<file path="src/rtl/mem_stage_pkg.sv">
// rtl/mem_stage_pkg.sv - shared widths, memory map and FSM encoding for the MEM stage
package mem_stage_pkg;

  localparam int DATA_W     = 32;
  localparam int REG_ADDR_W = 4;
  localparam int MEM_WORDS  = 64;
  localparam int MEM_ADDR_W = 6;

  localparam logic [DATA_W-1:0] MEM_BASE  = 32'd1024;
  // First byte address past the end of data memory
  localparam logic [DATA_W-1:0] MEM_LIMIT = MEM_BASE + 32'(4 * MEM_WORDS);

  // Last WAIT cycle index; the request is withdrawn when the counter hits it
  localparam logic [3:0] TIMEOUT = 4'd15;

  typedef enum logic [1:0] {
    S_IDLE = 2'd0,
    S_WAIT = 2'd1,
    S_DONE = 2'd2
  } state_t;

  function automatic logic addr_in_range(input logic [DATA_W-1:0] addr);
    return (addr >= MEM_BASE) && (addr < MEM_LIMIT);
  endfunction

endpackage

</file>
<file path="src/rtl/mem_stage_reg.sv">
// rtl/mem_stage_reg.sv - MEM/WB pipeline register, loads a bubble while frozen
import mem_stage_pkg::*;

module mem_stage_reg (
  input  logic                  clk,
  input  logic                  rst,
  input  logic                  i_freeze,
  input  logic                  i_wb_en,
  input  logic                  i_mem_r_en,
  input  logic [DATA_W-1:0]     i_alu_res,
  input  logic [DATA_W-1:0]     i_mem_data,
  input  logic [REG_ADDR_W-1:0] i_dest,
  output logic                  o_wb_en,
  output logic                  o_mem_r_en,
  output logic [DATA_W-1:0]     o_alu_res,
  output logic [DATA_W-1:0]     o_mem_data,
  output logic [REG_ADDR_W-1:0] o_dest
);

  // Capture the instruction when running; insert a bubble (controls only) when frozen
  always_ff @(posedge clk or negedge rst) begin
    if (!rst) begin
      o_wb_en    <= 1'b0;
      o_mem_r_en <= 1'b0;
      o_alu_res  <= '0;
      o_mem_data <= '0;
      o_dest     <= '0;
    end else if (i_freeze) begin
      o_wb_en    <= 1'b0;
      o_mem_r_en <= 1'b0;
    end else begin
      o_wb_en    <= i_wb_en;
      o_mem_r_en <= i_mem_r_en;
      o_alu_res  <= i_alu_res;
      o_mem_data <= i_mem_data;
      o_dest     <= i_dest;
    end
  end

endmodule

</file>
<file path="src/rtl/mem_stage_module.sv">
// rtl/mem_stage_module.sv - MEM stage: address decode, memory handshake FSM, timeout
import mem_stage_pkg::*;

module mem_stage_module (
  input  logic                  clk,
  input  logic                  rst,
  input  logic                  wb_en_in,
  input  logic                  mem_r_en_in,
  input  logic                  mem_w_en_in,
  input  logic [DATA_W-1:0]     alu_res_in,
  input  logic [DATA_W-1:0]     val_r_m_in,
  input  logic [REG_ADDR_W-1:0] dest_in,
  output logic                  mem_req,
  output logic                  mem_we,
  output logic [MEM_ADDR_W-1:0] mem_addr,
  output logic [DATA_W-1:0]     mem_wdata,
  input  logic                  mem_ack,
  input  logic [DATA_W-1:0]     mem_rdata,
  output logic                  freeze,
  output logic                  addr_err,
  output logic                  wb_en_out,
  output logic                  mem_r_en_out,
  output logic [DATA_W-1:0]     alu_res_out,
  output logic [DATA_W-1:0]     mem_data_out,
  output logic [REG_ADDR_W-1:0] dest_out
);

  state_t                r_state;
  state_t                w_next_state;
  logic [3:0]            r_cnt;
  logic [DATA_W-1:0]     r_rdata;
  logic                  r_err;
  logic                  r_we;
  logic [MEM_ADDR_W-1:0] r_addr;
  logic [DATA_W-1:0]     r_wdata;

  logic                  w_access;
  logic                  w_in_range;
  logic [MEM_ADDR_W-1:0] w_addr;
  logic                  w_freeze;
  logic                  w_req;
  logic                  w_start;
  logic                  w_oor;
  logic                  w_take;
  logic                  w_tmo;
  logic [DATA_W-1:0]     w_mem_data;

  assign w_access   = mem_r_en_in | mem_w_en_in;
  assign w_in_range = addr_in_range(alu_res_in);
  // Byte offset bits drop out of the shift; only the word index is kept
  assign w_addr     = MEM_ADDR_W'((alu_res_in - MEM_BASE) >> 2);

  // Next-state and handshake decode; an ack only counts while the request is up
  always_comb begin
    w_next_state = r_state;
    w_freeze     = 1'b0;
    w_req        = 1'b0;
    w_start      = 1'b0;
    w_oor        = 1'b0;
    w_take       = 1'b0;
    w_tmo        = 1'b0;
    case (r_state)
      S_IDLE: begin
        if (w_access) begin
          if (w_in_range) begin
            w_next_state = S_WAIT;
            w_freeze     = 1'b1;
            w_start      = 1'b1;
          end else begin
            w_oor = 1'b1;
          end
        end
      end
      S_WAIT: begin
        w_freeze = 1'b1;
        if (r_cnt == TIMEOUT) begin
          w_tmo        = 1'b1;
          w_next_state = S_DONE;
        end else begin
          w_req = 1'b1;
          if (mem_ack) begin
            w_take       = 1'b1;
            w_next_state = S_DONE;
          end
        end
      end
      S_DONE:  w_next_state = S_IDLE;
      default: w_next_state = S_IDLE;
    endcase
  end

  // State, timeout counter, captured request fields, read data and sticky error
  always_ff @(posedge clk or negedge rst) begin
    if (!rst) begin
      r_state <= S_IDLE;
      r_cnt   <= '0;
      r_rdata <= '0;
      r_err   <= 1'b0;
      r_we    <= 1'b0;
      r_addr  <= '0;
      r_wdata <= '0;
    end else begin
      r_state <= w_next_state;
      r_cnt   <= (r_state == S_WAIT) ? r_cnt + 4'd1 : 4'd0;
      if (w_start) begin
        r_we    <= mem_w_en_in;
        r_addr  <= w_addr;
        r_wdata <= val_r_m_in;
        r_rdata <= '0;
      end
      if (w_take) begin
        r_rdata <= mem_rdata;
      end else if (w_tmo) begin
        r_rdata <= '0;
      end
      if (w_oor || w_tmo) begin
        r_err <= 1'b1;
      end
    end
  end

  // Gate with reset so request and freeze fall the moment reset is asserted
  assign mem_req   = w_req & rst;
  assign freeze    = w_freeze & rst;
  assign mem_we    = r_we;
  assign mem_addr  = r_addr;
  assign mem_wdata = r_wdata;
  assign addr_err  = r_err;

  assign w_mem_data = (r_state == S_DONE) ? r_rdata : '0;

  mem_stage_reg u_stage_reg (
    .clk        (clk),
    .rst        (rst),
    .i_freeze   (freeze),
    .i_wb_en    (wb_en_in),
    .i_mem_r_en (mem_r_en_in),
    .i_alu_res  (alu_res_in),
    .i_mem_data (w_mem_data),
    .i_dest     (dest_in),
    .o_wb_en    (wb_en_out),
    .o_mem_r_en (mem_r_en_out),
    .o_alu_res  (alu_res_out),
    .o_mem_data (mem_data_out),
    .o_dest     (dest_out)
  );

endmodule

</file>
<file path="config.mk">
export PLATFORM = sky130hd
export DESIGN_NAME = mem_stage_module
export DESIGN_NICKNAME = d
export VERILOG_FILES = /design/src/rtl/mem_stage_pkg.sv /design/src/rtl/mem_stage_reg.sv /design/src/rtl/mem_stage_module.sv
export SDC_FILE = /design/constraint.sdc
export NUM_CORES = 1
export LEC_CHECK = 0
export BUFFER_PORTS_ARGS = -buffer_cell sky130_fd_sc_hd__buf_4
export CORE_MARGIN = 2
export CORE_UTILIZATION = 41
export CTS_BUF_LIST = sky130_fd_sc_hd__clkbuf_16
export CTS_CLUSTER_SIZE = 24
export DETAILED_ROUTE_END_ITERATION = 7
export HOLD_SLACK_MARGIN = 0.05
export PLACE_DENSITY_LB_ADDON = 0.12
export SYNTH_ARGS = -nofsm -noshare
export SYNTH_HDL_FRONTEND = slang
export SYNTH_SLANG_ARGS = --single-unit
</file>
<file path="constraint.sdc">
create_clock -name clk -period 3.5 [get_ports clk]
set_clock_uncertainty 0.1 [all_clocks]
set_input_delay 0.175 -clock clk [delete_from_list [all_inputs] [get_ports clk]]
set_output_delay 0.175 -clock clk [all_outputs]
set_load 0.02 [all_outputs]
</file>
==> results.md, run 1 <==
- Core box area: around 0.015 mm^2
- Maximum fanout along the worst path: 24
- Async set-reset flop share out of synthesis: between 90% and 100%
- Skew-Pair Late Insertion Delay: approximately 0.42 ns
- Clock edge transition at the registers on the reported setup and hold paths: 0.06 ns
- CP required: 3.22 ns
- Final hold violation count: 0
- Static Leak: 4.84 nW
- First-pass GRT wire length: 28.0 mm
- Setup repair after global routing missed its margin: false
- Worst endpoint data arrival time: 2.45 ns
- Synth Cell Area: about 0.006 mm^2
- TritonRoute pass-1 iters: 4
- M1 WL: 7.51 mm
- Cell types occupying the most area after synthesis: dfrtp_1 61%, mux2_4 9.6%, o31ai_1 6.8%
- CTS Sinks: 148
- Worst setup EP type: output pin
- Net total in the final layout: 925
- Post-DRT Antenna Nets: 0
- Number of remaining DRC errors: 0
- Met2 routed WL: just over 8 mm
- Average instance area after synthesis: 12.1 um^2
- Sort of element at the start of the critical path: primary input
- Terminus of the critical flop-to-flop path: mem_wdata[9]
- Hold-fix buffer count after cts: around 110
- Relative slew slack: 33.1%
- Total of endpoints with negative setup slack in the final report: 0
- Weighted congestion reported at the end of routability-driven placement: roughly 0.82
- Overflow left after global routing: 0
- Placed wire-length estimate: roughly 11 mm
- TritonCTS clock tree: done
- Initial antenna violation count: 0
- Final Max Slew Viols: 0
- Launch instance of the worst register-to-register path: r_state[0]
- Die Span Y: 126 um
- VDD IR-drop max: 341 uV
- Ys Warns: 0
- Top sig layer: met4
- Buffers and inverters on the worst path: 3
- Synthesized netlist cell count: 506
- Net count of the mapped netlist: just over 600
- Number of enable-type register cells in the synthesized netlist: 0
- Max_cap viols: 0
- Total via count after detailed routing: 5068
- Via count of the first global-routing pass: 5228
- Cell family with most CP delay: buffers and inverters
- Share of final-layout standard cells stronger than drive strength 1: 36.9%
- Register-to-register setup slack: 1.27 ns
- Inserted Diodes: 0
- Root Driver: clkbuf_16
- Post-DR vias/cell: 4.99
- Setup repair bufs after CTS: 0
- Cell accounting for the most synthesized area: dfrtp_1
- Detailed-routed wire length on met3: 1.17 mm
- Sum Neg Setup Slack: 0 ns
- Count leader, synth: dfrtp_1
- Flops & latches, synth: between 100 and 150
- Cell types with the highest counts after synthesis: 148 x dfrtp_1, 73 x inv_1, 71 x nand2_1
- Number of DRC markers after the initial detailed-route iteration: 320
- Gr usage total: 22.2%
- Primary flip-flop cell chosen by synthesis mapping: dfrtp_1
- Sequential fraction of the synthesis area: 60.6%
- DIE WIDTH: 126 um
- Area enclosed by the die boundary: 0.0159 mm^2
- Number of input and output port buffers inserted: between 200 and 250
- Total power: 3.86 mW
- IO Pins: 218
- Path depth of the worst reg2reg path: 5
- Cell type with the highest occurrence count on the critical path: buf_4
- Highest-delay cell along the critical path: o31a_2
- Standard-cell rows: 44
- Outcome: finished clean
- Top-area cell type share of the netlist area: about three fifths
- Final period util: 77.8%
- Path type of the worst min-delay path: in -> async
- Least-Margin Pin Slew: ~1.0 ns
- Average detailed-routed wire length per instance: 17.1 um
- Worst Path Class, Setup: in -> out
- Crit path time final: 2.72 ns
- CTS-repair resized insts: 0
- Final wirelength: 17.3 mm
- Starting Density: 42.1%
- Critical path's largest stage delay: 0.64 ns
- Critical-path cell list: dlygate4sd3_1 > buf_4 > nor4_2 > nand4_1 > o31a_2 > nor2_1 > buf_4
- Maximum level of the CTS H-tree: 4
- Pwr dens: 408 mW/mm^2
- Maximum operating frequency: 367 MHz
- Area overhead of the layout relative to synthesis: 54.6%
- Total CTS buffers: 17
- Yosys cell types: 30
- Maximum number of pins on one net before global-route repair: 82
- Longest Clk Path Bufs: 2
## cell families (layout without fill, tap and decap cells)
group / count (synthesis) / after routing / synth area share [%]
adder cells (fa/ha/maj): 1 / 1 / 0.205
AND/OR/NAND/NOR: 98 / 98 / 7.16
flip-flops: 148 / 148 / 60.6
multiplexers: 39 / 39 / 9.58
XOR/XNOR: 2 / 2 / 0.287
AO/OA/AOI/OAI: 108 / 108 / 14.1
buffers and inverters: 110 / 435 / 8.10
## worst register-to-register path, cell delays in order, from the launching register on
cell and delay [ns]:
dfrtp_1 0.42, nor2_1 0.09, o21ai_0 0.21, or3_2 0.51, buf_4 0.35, mux2_4 0.44
## registers in the layout, summed over array words and instances (netlist names)
name	flops
mem_wdata	32
r_rdata	32
u_stage_reg.o_alu_res	32
u_stage_reg.o_mem_data	32
mem_addr	6
r_cnt	4
u_stage_reg.o_dest	4
r_state	2
addr_err	1
mem_we	1
u_stage_reg.o_mem_r_en	1
u_stage_reg.o_wb_en	1
## report_power, final
| group | switching (mW) | internal, mW | total, mW |
|---|---|---|---|
| Combinational | 0.159 | 0.197 | 0.355 |
| Sequential | 0.0120 | 1.73 | 1.75 |
| Clock | 0.761 | 0.995 | 1.76 |
## routing by layer
| layer | global-route usage, % | up-vias |
|---|---|---|
| li1 | - | 2352 |
| met1 | 28.7 | 2476 |
| met2 | 34.7 | 204 |
| met3 | 7.01 | 36 |
| met4 | 9.31 | 0 |
| met5 | 0 | - |
## final cells by class
cell class | instances | area (um^2)
fill | 1125 | 5080
sequential | 148 | 3700
clock inverter | 15 | 145
timing repair buffer | 330 | 2740
clock buffer | 17 | 425
multi-input combinational | 248 | 1930
tap | 184 | 230
inverter | 73 | 274
## worst max-delay path by stage
| stage | start | endpoint | slack, ns | cells past startpoint |
|---|---|---|---|---|
| floorplan | alu_res_in[13] | freeze | 1.66 | 6 |
| global placement | alu_res_in[13] | mem_wdata[0] | 1.13 | 6 |
| detailed placement | alu_res_in[13] | mem_wdata[9] | 1.07 | 6 |
| CTS | alu_res_in[13] | freeze | 0.81 | 7 |
| global route | alu_res_in[13] | freeze | 0.68 | 7 |
| finish | alu_res_in[13] | freeze | 0.78 | 7 |
## cell usage in the layout, fill, tap and decap left out, drive strengths merged, types with 2 or more instances in the layout
cell type    Yosys  final
a22o            32     32
and2             2      2
buf             14    225
clkbuf          23     17
clkinv           0      6
clkinvlp         0      2
dfrtp          148    148
dlygate4sd3      0    105
inv             73     79
mux2            39     39
nand2           71     71
nand2b           2      2
nand3            2      2
nor2             9      9
nor2b            2      2
nor4             6      6
o21ai            4      4
o31a             2      2
o31ai           55     55
o32ai           13     13
## per-stage QoR
stage               area [um^2]  utilization (%)  setup WS [ns]  std cells  hold slack (ns)
detailed placement         7830             53.9           1.07        878            0.120
global route               9450             65.0          0.681       1015            0.272
global placement           7830             53.9           1.13        878            0.116
floorplan                  6110                -           1.66        506           -0.221
CTS                        9450             65.0          0.812       1015            0.237
finish                     9450             65.0          0.777       1015            0.223
Power figures use the tool's default switching activity.
==> run 2: changes to the inputs <==
==> constraint.sdc (replaced) <==
create_clock -name clk -period 2.67 [get_ports clk]
set_clock_uncertainty 0.1 [all_clocks]
set_input_delay 0.1335 -clock clk [delete_from_list [all_inputs] [get_ports clk]]
set_output_delay 0.1335 -clock clk [all_outputs]
set_load 0.02 [all_outputs]
==> run 2 against run 1 <==
Sequential share of layout area shrank 0.19 points. Setup slack got worse by 0.68 ns. Utilization is 0.31 points higher. Global-route usage rose by 0.34 points. Cell area increased by 0.48%. Clock-buffer cell count unchanged. Worst hold slack lost 0.13 ns. Register-to-register slack worse by 0.67 ns. Largest cell class unchanged.
==> results.md, run 2 (synthesis results as in run 1) <==
- TritonCTS clock tree: done
- Worst Path Class, Setup: in -> out
- CTS Sinks: 148 (unchanged)
- Number of inserted filler cells in the final layout: 1128 (+0.27%)
- Overflow left after global routing: 0 (unchanged)
- Placed wire-length estimate: 10.7 mm (+0.58%)
- First-pass GRT wire length: 28.6 mm (+2.3%)
- Placed Cells incl. Taps: 880 (+0.23%)
- Number of input and output port buffers inserted: 217 (unchanged)
- Outcome: finished clean
- Crit path time final: about 2.6 ns
- Maximum level of the CTS H-tree: 4 (unchanged)
- CTS-repair resized insts: 0 (unchanged)
- Sum Neg Setup Slack: 0 ns (unchanged)
- Die Span Y: 126 um (unchanged)
- IO Pins: 218 (unchanged)
- Commonest non-fill, non-tap cell in the layout: buf_4
- Clock edge transition at the registers on the reported setup and hold paths: 0.06 ns (about the same)
- Share of final-layout standard cells stronger than drive strength 1: 37.1% (+0.11 points)
- Relative slew slack: 36.5% (+3.4 points)
- Net total in the final layout: 928 (+0.32%)
- Root Driver: clkbuf_16
- Top library cells by usage in the layout, fill and taps aside: 226 x buf_4, 148 x dfrtp_1, 105 x dlygate4sd3_1, 73 x inv_1, 71 x nand2_1
- Path type of the worst min-delay path: in -> async
- Final Max Slew Viols: 0 (unchanged)
- Hold WS: 0.0913 ns (-0.132 ns)
- Weighted congestion reported at the end of routability-driven placement: 0.805 (-1.4%)
- Storage element area: 0.00370 mm^2 (unchanged)
- Number of remaining DRC errors: 0 (unchanged)
- Longest Clk Path Bufs: 2 (unchanged)
- Area enclosed by the die boundary: 0.0159 mm^2 (unchanged)
- Least-Margin Pin Slew: 0.952 ns (-0.0515 ns)
- Final period util: 96.4%
- Area overhead of the layout relative to synthesis: 55.3%
- Gr usage total: 22.6% (+0.34 points)
- Cell Count, Final, Fillers Out: 1018 (+0.30%)
- Starting Density: 42.1% (unchanged)
- Max_cap viols: 0 (unchanged)
- Maximum fanout along the worst path: 23 (-4.2%)
- Pwr dens: 538 mW/mm^2 (+32%)
- Number of DRC markers after the initial detailed-route iteration: 217 (-32%)
- Static Leak: 4.86 nW (+0.40%)
- Multi-input gate area: 0.00193 mm^2 (unchanged)
- Standard-cell rows: 44 (unchanged)
- Total of endpoints with negative setup slack in the final report: 0 (unchanged)
- VDD IR-drop max: 483 uV (+42%)
- Initial antenna violation count: 0 (unchanged)
- Via count of the first global-routing pass: 5470 (+4.6%)
- Post-DR vias/cell: 4.98 (-0.33%)
- TritonRoute pass-1 iters: 4 (unchanged)
- Worst setup EP type: output pin
- Post-DRT Antenna Nets: 0 (unchanged)
- DIE WIDTH: 126 um (unchanged)
- Final wirelength: 17.6 mm (+1.9%)
- Skew-Pair Late Insertion Delay: 0.41 ns (about the same)
- Worst endpoint data arrival time: 2.34 ns (-0.11 ns)
- CP required: 2.44 ns (-0.78 ns)
- Maximum number of pins on one net before global-route repair: 77 (-6.1%)
- Average detailed-routed wire length per instance: 17.3 um (+1.6%)
- Total CTS buffers: 17 (unchanged)
- Total via count after detailed routing: 5066 (-0.039%)
- Inserted Diodes: 0 (unchanged)
- Core box area: 0.0145 mm^2 (unchanged)
- Sort of element at the start of the critical path: primary input
- Setup repair after global routing missed its margin: false
- Maximum operating frequency: 389 MHz
- Final hold violation count: 0 (unchanged)
[run 2: changes by cell type in the layout (fill, tap and decap cells not counted)]
cell / delta
buf_12: +1
buf_4: +2
bufinv_16: +1
clkinv_1: +1
clkinv_2: +1
clkinv_4: -4
clkinvlp_4: +2
inv_6: -1
[run 2: metal layers]
| metal | vias to the layer above | track usage (%) | part of all wire [%] |
|---|---|---|---|
| met1 | 2484 | 28.2 | 42 |
| met2 | 188 | 37.0 | 49 |
| met4 | 0 | 8.92 | 2.6 |
| met5 | - | 0 | 0 |
| met3 | 45 | 6.58 | 6.1 |
| li1 | 2349 | - | - |
[run 2: layout make-up]
class,instances,area share [%]
clock inverter,15,1.63
inverter,73,2.89
clock buffer,17,4.48
timing repair buffer,333,29.3
multi-input combinational,248,20.3
sequential,148,39.0
tap,184,2.42
[run 2: path summary, 6_finish.rpt]
kind / to / slack (ns) / depth (start not counted) / from
setup / recovery: freeze / 0.1 / 8 / alu_res_in[30]
hold / removal: u_stage_reg.o_mem_data[7] / 0.09 / 2 / rst
setup reg to reg: mem_wdata[18] / 0.60 / 5 / r_state[0]
hold reg to reg: r_cnt[0] / 0.36 / 1 / r_cnt[0]
max in group asynchronous: mem_addr[0] / 1.17 / 3 / rst
min in group clk: r_cnt[0] / 0.36 / 1 / r_cnt[0]
[run 2: report_power, final]
part	switching (mW)	total [mW]	internal, mW
sequential	0.0157	2.29	2.27
clock	0.966	2.35	1.38
combinational	0.211	0.471	0.260
total	1.19	5.11	3.92
[run 2: repair_timing]
action,in CTS,in global routing
buffers inserted,0,1
endpoints found under the hold margin,183,0
hold buffers,105,0
setup endpoints to repair,0,1
[run 2: worst max-delay path, cell delays in order]
cell and delay, ns:
dlygate4sd3_1 0.56, buf_4 0.16, nor4_2 0.31, nand4_1 0.26, o31a_2 0.42, buf_4 0.23, nor2_1 0.11, buf_4 0.14
[run 2: per-stage QoR]
step           utilization [%]  setup slack [ns]  total power [mW]  area (um^2)
6_report                  65.3            0.0961              5.11         9500
4_1_cts                   65.3            0.0910              5.16         9490
2_1_floorplan                -             0.889              2.42         6110
5_1_grt                   65.3            0.0359              5.30         9500
3_5_place_dp              54.1             0.420              2.67         7860
3_3_place_gp              54.1             0.475              2.66         7860
==> run 3: changes to the inputs <==
--- a/config.mk
+++ b/config.mk
@@ -5,12 +5,12 @@
 export SDC_FILE = /design/constraint.sdc
 export NUM_CORES = 1
 export LEC_CHECK = 0
-export BUFFER_PORTS_ARGS = -buffer_cell sky130_fd_sc_hd__buf_4
 export CORE_MARGIN = 2
 export CORE_UTILIZATION = 41
 export CTS_BUF_LIST = sky130_fd_sc_hd__clkbuf_16
 export CTS_CLUSTER_SIZE = 24
 export DETAILED_ROUTE_END_ITERATION = 7
+export DONT_BUFFER_PORTS = 1
 export HOLD_SLACK_MARGIN = 0.05
 export PLACE_DENSITY_LB_ADDON = 0.12
 export SYNTH_ARGS = -nofsm -noshare
==> run 3 against run 2 <==
The run now ends with negative hold slack left. Clock power grew 7%. Die area stayed put. Combinational power is 57% lower. Global-route usage fell by 2.7 points. Sequential cell count did not move. Largest cell class unchanged.
==> results.md, run 3 (synthesis results as in run 1) <==
- Final non-filler cell area: 0.00788 mm^2 (-17%)
- Number of input and output port buffers inserted: 0 (-100%)
- Clock edge transition at the registers on the reported setup and hold paths: 0.06 ns (about the same)
- Worst setup EP type: output pin
- TritonRoute pass-1 iters: 5 (+1)
- Static Leak: 3.78 nW (-22%)
- Worst Path Class, Setup: reg -> out
- Hold WS: -0.687 ns (-0.778 ns)
- Share of final-layout standard cells stronger than drive strength 1: 14.7% (-22 points)
- Post-place instance area: 0.00621 mm^2 (-21%)
- Final Max Slew Viols: 0 (unchanged)
- Post-DRT Antenna Nets: 0 (unchanged)
- Relative slew slack: 51.4% (+15 points)
- Root Driver: clkbuf_16
- CP required: 2.44 ns (about the same)
- Commonest non-fill, non-tap cell in the layout: dfrtp_1
- Detailed-routed wire length on met3: 1.23 mm (+13%)
- Standard-cell rows: 44 (unchanged)
- VDD IR-drop max: 415 uV (-14%)
- Average detailed-routed wire length per instance: 19.1 um (+10%)
- IO Pins: 218 (unchanged)
- Met2 routed WL: 7.33 mm (-15%)
- Weighted congestion reported at the end of routability-driven placement: 0.813 (+0.93%)
- Number of DRC markers after the initial detailed-route iteration: 262 (+21%)
- Maximum operating frequency: 425 MHz (+9.3%)
- Core box area: 0.0145 mm^2 (unchanged)
- Inserted Diodes: 0 (unchanged)
- Total CTS buffers: 17 (unchanged)
- Final hold violation count: 148 (+148)
- Max_cap viols: 0 (unchanged)
- Via count of the first global-routing pass: 4502 (-18%)
- Number of remaining DRC errors: 0 (unchanged)
- M1 WL: 6.42 mm (-14%)
- DIE WIDTH: 126 um (unchanged)
- CTS-repair resized insts: 0 (unchanged)
- Gr usage total: 19.8% (-2.7 points)
- Longest Clk Path Bufs: 2 (unchanged)
- Final period util: 88.2% (-8.2 points)
- Top sig layer: met4
- Number of inserted filler cells in the final layout: 1263 (+12%)
- Starting Density: 42.1% (unchanged)
- Maximum fanout along the worst path: 24 (+4.3%)
- Outcome: finished, violations left
- Overflow left after global routing: 0 (unchanged)
- Setup slack after layout: 0.314 ns (+0.218 ns)
- First-pass GRT wire length: 24.8 mm (-14%)
- Final wirelength: 15.2 mm (-14%)
- TritonCTS clock tree: done
- Crit path time final: 2.36 ns (-0.218 ns)
- CTS Sinks: 148 (unchanged)
- Placed wire-length estimate: 9.15 mm (-14%)
- Net total in the final layout: 707 (-24%)
- Area overhead of the layout relative to synthesis: 28.8%
- Initial antenna violation count: 0 (unchanged)
- Setup repair bufs after CTS: 0 (unchanged)
- Total of endpoints with negative setup slack in the final report: 0 (unchanged)
- Maximum number of pins on one net before global-route repair: 151 (+96%)
- Skew-Pair Late Insertion Delay: 0.42 ns (about the same)
- Setup repair after global routing missed its margin: false
- Sort of element at the start of the critical path: register
- Die Span Y: 126 um (unchanged)
- Least-Margin Pin Slew: 0.729 ns (-0.223 ns)
- Post-DR vias/cell: 5.21 (+4.7%)
- Dpl ws: 0.386 ns (-0.0340 ns)
- Maximum level of the CTS H-tree: 4 (unchanged)
- Hold-fix buffer count after cts: 104 (-0.95%)
- Failing checks: negative hold slack
- Top library cells by usage in the layout, fill and taps aside: 148 x dfrtp_1, 104 x dlygate4sd3_1, 73 x inv_1, 71 x nand2_1, 55 x o31ai_1
- Worst endpoint data arrival time: 2.12 ns (-0.22 ns)
- Total via count after detailed routing: 4153 (-18%)
- Pwr dens: 642 mW/mm^2 (+19%)
- Path type of the worst min-delay path: in -> async
- Sum Neg Setup Slack: 0 ns (unchanged)
- Area enclosed by the die boundary: 0.0159 mm^2 (unchanged)
run 3: cell count changes in the layout (fill, tap and decap cells not counted), moves of 2 or more:
cell / change
bufinv_16: +2
buf_4: -219
clkinvlp_4: -2
clkinv_4: +3
run 3: metal layers:
metal | GRT usage [%] | vias up
met2 | 31.6 | 166
met4 | 6.40 | 0
li1 | - | 1915
met5 | 0 | -
met1 | 24.8 | 2051
met3 | 8.07 | 21
run 3: where the power goes:
| part | switching (mW) | internal [mW] |
|---|---|---|
| registers | 0.0618 | 2.27 |
| logic | 0.0746 | 0.126 |
| clock network | 0.950 | 1.57 |
| total | 1.09 | 3.97 |
run 3: through the flow:
stage          instances  utilization, %  total power [mW]
2_1_floorplan        506               -              2.42
3_3_place_gp         661            42.7              2.44
3_5_place_dp         661            42.7              2.45
4_1_cts              797            54.2              5.14
5_1_grt              797            54.2              5.26
6_report             797            54.2              5.06
run 3: final timing paths:
kind | startpoint | to | slack [ns] | depth (start not counted)
worst max-delay path | r_state[0] | freeze | 0.31 | 4
max in group asynchronous | rst | mem_addr[2] | 2.92 | 0
worst max register to register | r_state[0] | mem_wdata[28] | 0.45 | 5
worst min-delay path | rst | mem_wdata[14] | -0.69 | 0
worst min register to register | r_cnt[0] | r_cnt[0] | 0.36 | 1
min in group clk | alu_res_in[20] | addr_err | 0.11 | 4
run 3: worst max-delay path: stages (launching register included):
cell and delay, ns:
dfrtp_1 0.41, nor2_1 0.09, o21ai_0 0.20, o31a_2 0.62, nor2_1 0.38
run 3: area by class of cell:
cell class | instances | area (um^2) | share of cell area, %
Clock buffer | 17 | 425 | 5.40
Tap cell | 184 | 230 | 2.92
Multi-Input combinational cell | 248 | 1930 | 24.5
Sequential cell | 148 | 3700 | 47.0
Timing Repair Buffer | 112 | 1110 | 14.1
Clock inverter | 15 | 203 | 2.57
Inverter | 73 | 274 | 3.48
